### config.mk
export PLATFORM = sky130hd
export DESIGN_NAME = uart_tx_fifo
export DESIGN_NICKNAME = d
export VERILOG_FILES = /design/src/rtl/uart_pkg.sv /design/src/rtl/uart_sync_fifo.sv /design/src/rtl/uart_tx_fifo.sv
export SDC_FILE = /design/constraint.sdc
export NUM_CORES = 1
export LEC_CHECK = 0
export BUFFER_PORTS_ARGS = -buffer_cell sky130_fd_sc_hd__buf_2
export CORE_MARGIN = 4
export CORE_UTILIZATION = 56
export CTS_CLUSTER_DIAMETER = 30
export DETAILED_ROUTE_END_ITERATION = 10
export PLACE_DENSITY = 0.77
export RECOVER_POWER = 50
export SYNTH_ARGS = -nofsm -noshare
export SYNTH_HDL_FRONTEND = slang
export SYNTH_HIERARCHICAL = 1
export SYNTH_SLANG_ARGS = --single-unit
### constraint.sdc
create_clock -name clk -period 3.4 [get_ports clk]
set_clock_uncertainty 0.2 [all_clocks]
set_input_delay 0.17 -clock clk [delete_from_list [all_inputs] [get_ports clk]]
set_output_delay 0.17 -clock clk [all_outputs]
set_load 0.05 [all_outputs]
### src/rtl/uart_pkg.sv
// Shared types and helpers for the UART transmitter.
// Provides the FSM state enum and the bit-period helper.
package uart_pkg;

    typedef enum logic [2:0] {
        IDLE,
        START,
        DATA,
        PARITY,
        STOP
    } uart_tx_state_e;

    // One serial bit lasts two half-bit periods.
    function automatic int unsigned bit_period(input int unsigned half_bit);
        return 2 * half_bit;
    endfunction

endpackage

### src/rtl/uart_sync_fifo.sv
// Synchronous FIFO: storage array, wrapping pointers, count, registered full.
// Ports: clk, rstn, push, pop, wdata, rdata, count, full, empty.
module uart_sync_fifo #(
    parameter int WIDTH = 8,
    parameter int DEPTH = 16
) (
    input  logic                     clk,
    input  logic                     rstn,
    input  logic                     push,
    input  logic                     pop,
    input  logic [WIDTH-1:0]         wdata,
    output logic [WIDTH-1:0]         rdata,
    output logic [$clog2(DEPTH):0]   count,
    output logic                     full,
    output logic                     empty
);

    localparam int AW = $clog2(DEPTH);

    logic [WIDTH-1:0] mem [DEPTH];
    logic [AW-1:0]    wr_ptr;
    logic [AW-1:0]    rd_ptr;
    logic [AW:0]      count_next;
    logic             do_push;
    logic             do_pop;

    assign empty   = (count == '0);
    assign do_push = push & ~full;
    assign do_pop  = pop & ~empty;
    assign rdata   = mem[rd_ptr];

    always_comb begin
        count_next = count;
        case ({do_push, do_pop})
            2'b10:   count_next = count + 1'b1;
            2'b01:   count_next = count - 1'b1;
            default: count_next = count;
        endcase
    end

    // full is registered from the next count so tx_ready has no path from pop.
    always_ff @(posedge clk or negedge rstn) begin
        if (!rstn) begin
            wr_ptr <= '0;
            rd_ptr <= '0;
            count  <= '0;
            full   <= 1'b0;
        end else begin
            if (do_push) wr_ptr <= wr_ptr + 1'b1;
            if (do_pop)  rd_ptr <= rd_ptr + 1'b1;
            count <= count_next;
            full  <= (count_next == (AW + 1)'(DEPTH));
        end
    end

    always_ff @(posedge clk) begin
        if (do_push) mem[wr_ptr] <= wdata;
    end

endmodule

### src/rtl/uart_tx_fifo.sv
// UART transmitter with input FIFO; 5-9 data bits, 1-2 stop bits, optional parity.
// Ports: clk, rstn, sdata/tx_valid/tx_ready push side, tx_busy, fifo_count, txd.
// Optional parity bit enabled by defining UART_TX_PARITY_EN.
module uart_tx_fifo
    import uart_pkg::*;
#(
    parameter int CLK_PER_HALF_BIT = 5208,
    parameter int DATA_BITS        = 8,
    parameter int STOP_BITS        = 1,
    parameter int FIFO_DEPTH       = 16,
    parameter int PARITY_ODD       = 0
) (
    input  logic                          clk,
    input  logic                          rstn,
    input  logic [DATA_BITS-1:0]          sdata,
    input  logic                          tx_valid,
    output logic                          tx_ready,
    output logic                          tx_busy,
    output logic [$clog2(FIFO_DEPTH):0]   fifo_count,
    output logic                          txd
);

    localparam int BP = bit_period(CLK_PER_HALF_BIT);
    localparam int CW = (BP > 2) ? $clog2(BP) : 1;

    if (DATA_BITS < 5 || DATA_BITS > 9) begin : g_bad_data_bits
        $error("DATA_BITS must be 5..9");
    end
    if (STOP_BITS < 1 || STOP_BITS > 2) begin : g_bad_stop_bits
        $error("STOP_BITS must be 1 or 2");
    end
    if (FIFO_DEPTH < 2 || (FIFO_DEPTH & (FIFO_DEPTH - 1)) != 0) begin : g_bad_depth
        $error("FIFO_DEPTH must be a power of two >= 2");
    end
    if (PARITY_ODD < 0 || PARITY_ODD > 1) begin : g_bad_parity
        $error("PARITY_ODD must be 0 or 1");
    end

    uart_tx_state_e       state;
    logic [CW-1:0]        cnt;
    logic [3:0]           idx;
    logic [DATA_BITS-1:0] shreg;
    logic [DATA_BITS-1:0] rdata;
    logic                 full;
    logic                 empty;
    logic                 bit_end;
    logic                 stop_done;
    logic                 pop;
`ifdef UART_TX_PARITY_EN
    logic                 par;
`endif

    uart_sync_fifo #(
        .WIDTH (DATA_BITS),
        .DEPTH (FIFO_DEPTH)
    ) u_fifo (
        .clk   (clk),
        .rstn  (rstn),
        .push  (tx_valid),
        .pop   (pop),
        .wdata (sdata),
        .rdata (rdata),
        .count (fifo_count),
        .full  (full),
        .empty (empty)
    );

    assign tx_ready  = ~full;
    assign tx_busy   = (state != IDLE) | ~empty;
    assign bit_end   = (cnt == CW'(BP - 1));
    assign stop_done = (state == STOP) & bit_end & (idx == 4'(STOP_BITS - 1));
    // Head leaves the FIFO on the edge a frame starts, from idle or back-to-back.
    assign pop       = ~empty & ((state == IDLE) | stop_done);

    always_ff @(posedge clk or negedge rstn) begin
        if (!rstn) begin
            state <= IDLE;
            cnt   <= '0;
            idx   <= '0;
            shreg <= '0;
            txd   <= 1'b1;
`ifdef UART_TX_PARITY_EN
            par   <= 1'b0;
`endif
        end else begin
            cnt <= bit_end ? '0 : cnt + 1'b1;
            unique case (state)
                IDLE: begin
                    cnt <= '0;
                    if (pop) begin
                        shreg <= rdata;
`ifdef UART_TX_PARITY_EN
                        par   <= (^rdata) ^ 1'(PARITY_ODD);
`endif
                        txd   <= 1'b0;
                        state <= START;
                    end
                end
                START: begin
                    if (bit_end) begin
                        txd   <= shreg[0];
                        shreg <= shreg >> 1;
                        idx   <= '0;
                        state <= DATA;
                    end
                end
                DATA: begin
                    if (bit_end) begin
                        if (idx == 4'(DATA_BITS - 1)) begin
`ifdef UART_TX_PARITY_EN
                            txd   <= par;
                            state <= PARITY;
`else
                            txd   <= 1'b1;
                            idx   <= '0;
                            state <= STOP;
`endif
                        end else begin
                            txd   <= shreg[0];
                            shreg <= shreg >> 1;
                            idx   <= idx + 1'b1;
                        end
                    end
                end
                PARITY: begin
                    if (bit_end) begin
                        txd   <= 1'b1;
                        idx   <= '0;
                        state <= STOP;
                    end
                end
                STOP: begin
                    if (bit_end) begin
                        if (idx == 4'(STOP_BITS - 1)) begin
                            if (pop) begin
                                shreg <= rdata;
`ifdef UART_TX_PARITY_EN
                                par   <= (^rdata) ^ 1'(PARITY_ODD);
`endif
                                txd   <= 1'b0;
                                state <= START;
                            end else begin
                                txd   <= 1'b1;
                                state <= IDLE;
                            end
                        end else begin
                            idx <= idx + 1'b1;
                        end
                    end
                end
                default: begin
                    txd   <= 1'b1;
                    state <= IDLE;
                end
            endcase
        end
    end

endmodule

==> metrics.md <==
| Metric | Value |
|---|---|
| Number of synthesis warnings | `6` |
| Rows | `41` |
| Routed wire per std cell | `20.33 um` |
| DR vias/cell | `5.978` |
| Share of layout cells above drive strength 1 | `23.02%` |
| Post-Synth Simple-Gate Area | `8.430%` |
| Commonest non-fill, non-tap cell in the layout | `edfxtp_1` |
| Initial antenna violation count | `0` |
| Starting Density | `57.87%` |
| Seq cells post-synth | `172` |
| Routed WL | `14,010 um` |
| I/O Pins | `19` |
| Setup TNS | `0 ns` |
| Port bufs | `18` |
| Largest net degree at the start of global routing | `32` |
| Commonest cells after routing, fill and taps aside | `128 x edfxtp_1, 38 x dfrtp_1, 32 x mux4_2, 24 x nor2_1, 21 x nand2_1` |
| Layout Nets | `529` |
| Antenna-violating nets left | `0` |
| H-tree depth | `4` |
| Tightest Pin Transition | `1.644 ns` |
| HP Class | `input pin to flop` |
| Slew margin rel. | `-9.624%` |
| FMAX | `299.5 MHz` |
| Nature of the critical path endpoint | `flop` |
| TritonRoute pass-1 iters | `5` |
| Vias | `4,119` |
| WHS Path Cells | `3` |
| Status | `complete, but fails checks` |
| Crit path required time | `3.49 ns` |
| Crit path arrival time | `3.43 ns` |
| Hold WS | `0.02372 ns` |
| First-pass GRT wire length | `22,970 um` |
| Total track usage | `20.58%` |
| CTS tree | `built` |
| Ant diodes | `0` |
| Hold Crit Start | `tx_valid` |
| Synthesized Nets | `484` |
| Count of cell types in the netlist | `59` |
| VDD IR-drop max | `0.0006541 V` |
| Die height | `122.7 um` |
| Adder-cell area share of the yosys netlist | `2.311%` |
| CTS Buf Count | `17` |
| Hold Path End | `u_fifo/wr_ptr[0]` |
| Post-DP HPWL | `9104 um` |
| Clk buf depth | `2` |
| Clk slew on worst S/H paths | `0.07 ns` |
| Core area | `12,720 um^2` |
| R2R Path End | `u_fifo/full` |
| Synth Area in Compound Gates | `6.951%` |
| CP Max Fanout | `5` |
| Final period util | `98.21%` |
| Overflow after GRT | `0` |
| Clk root buf | `clkbuf_16` |
| EDFF count, synth | `128` |
| Leakage | `0.002977 uW` |
| Largest family of logic cells by synthesized area | `multiplexers` |
| Max-cap viol count | `1` |
| Post-Synthesis Cells | `460` |
| Yosys top cell by area | `edfxtp_1` |
| Unrepaired setup endpoints after global routing | `yes` |
| Die Area | `15,050 um^2` |
| Multiplexer share of the synthesized area | `10.45%` |
| Ys async rst share | `25.58%` |
| Synthesized area per cell | `16.00 um^2` |
| Final min period | `3.339 ns` |
| Failing checks | `capacitance limit, slew limit` |
| Crit path launch type | `flop` |
| Post-synthesis xor/xnor area fraction | `2.498%` |
| Max Slew Vio Count | `32` |
| Number of DRC markers in iteration 0 | `297` |
| Final Hold Fails | `0` |
| Area growth, synth to finish | `14.62%` |
| Critical path class | `flop to flop` |
| Synth top area cells | `edfxtp_1 52%, dfrtp_1 15%, mux4_2 9.8%, ha_1 2.0%, a22oi_1 1.7%` |
| Via count of the first global-routing pass | `4,318` |
| R2R cell count | `12` |
| Clk sink count | `172` |
| Synth Flop Type | `edfxtp_1` |
| # DRC | `0` |
| Reg2reg setup slack | `0.06 ns` |
| Horiz. Die Dim | `122.7 um` |
| Worst skew pair latency | `0.42 ns` |
| Synthesized area | `7362 um^2` |
| Critical R2R Launch | `u_fifo/count[3]` |
| PD cells | `798.4 nW/um^2` |
| Final Setup Violations | `0` |
| RePlAce Congestion | `0.8410` |
| Post-synthesis sequential area ratio | `67.18%` |
| Synth top area share | `52.21%` |
sequential cells by signal (all words and copies together), names as in the netlist:
name           count
u_fifo/wr_ptr      4
u_fifo/full        1
idx                4
u_fifo/mem       128
txd                1
cnt               14
state              3
shreg              8
u_fifo/count       5
u_fifo/rd_ptr      4
through the flow:
step                utilization, %  cell area (um^2)  cells  power [uW]  worst slack [ns]
floorplan                        -              7418    460        4331           0.01123
global placement             60.74              7727    644        4782           0.09481
detailed placement           60.74              7727    644        4865          -0.02514
CTS                          66.02              8399    684        6759           0.03982
global route                 66.33              8438    689        7086          -0.04980
finish                       66.33              8438    689        6737           0.06075
final cells by class:
cell class	instances	area (um^2)
flip-flops and latches	172	4952
well taps	172	215.2
inverters	13	48.80
clock buffers	17	425.4
fillers	892	4284
clock inverters	14	145.1
repair buffers	46	319.1
multi-input cells	255	2332
worst max path at each step:
stage,cells past startpoint,endpoint,slack [ns],from
4_1_cts,11,u_fifo/full,0.04,cnt[0]
2_1_floorplan,12,u_fifo/full,0.01,u_fifo/count[3]
3_5_place_dp,12,u_fifo/full,-0.03,cnt[0]
6_report,12,u_fifo/full,0.06,u_fifo/count[3]
5_1_grt,11,u_fifo/full,-0.05,cnt[0]
3_3_place_gp,12,u_fifo/full,0.09,cnt[0]
cell usage after synthesis (all sizes together), types with 7 or more instances:
cell,number
clkbuf,7
edfxtp,128
nand3,7
a22oi,17
nor2,27
xnor2,12
o21ai,9
mux4,32
buf,13
ha,12
inv,13
nand2,21
and2,17
nand4,7
o22ai,9
a21oi,12
dfrtp,43
xor2,9
a2bb2oi,8
power by group:
part	internal (uW)	switching, uW
Sequential	2600	254
Clock	1080	788
Combinational	908	1100
routing by layer:
metal / track usage, % / up-vias / share of wire (%)
met1: 28.63 / 2115 / 43
met2: 32.59 / 100 / 50
li1: - / 1883 / -
met3: 3.963 / 21 / 4.6
met4: 7.978 / 0 / 1.7
met5: 0 / - / 0
timing repair:
item | 4_1_cts | 5_1_grt
gates resized for setup | 2 | 5
hold buffers | 9 | 0
hold endpoints to repair | 158 | 0
pin swaps | 0 | 7
buffers inserted | 0 | 5
setup endpoints to repair | 1 | 2
worst max-delay path, stage by stage (launching register included):
cell and delay, ns:
dfrtp_2 0.45, or4_4 0.58, nor2_4 0.14, or3_4 0.15
a21oi_4 0.04, o21a_4 0.14, ha_4 0.20, buf_4 0.14
ha_1 0.27, a21oi_1 0.09, or4b_2 0.62, nand3_1 0.14
a211oi_2 0.06
logic make-up after synthesis:
group | Yosys count
compound gates | 71
xor+xnor | 21
fa+ha+maj | 13
buf+inv | 33
flops | 172
mux | 36
simple gates | 114
Power figures use the tool's default switching activity.
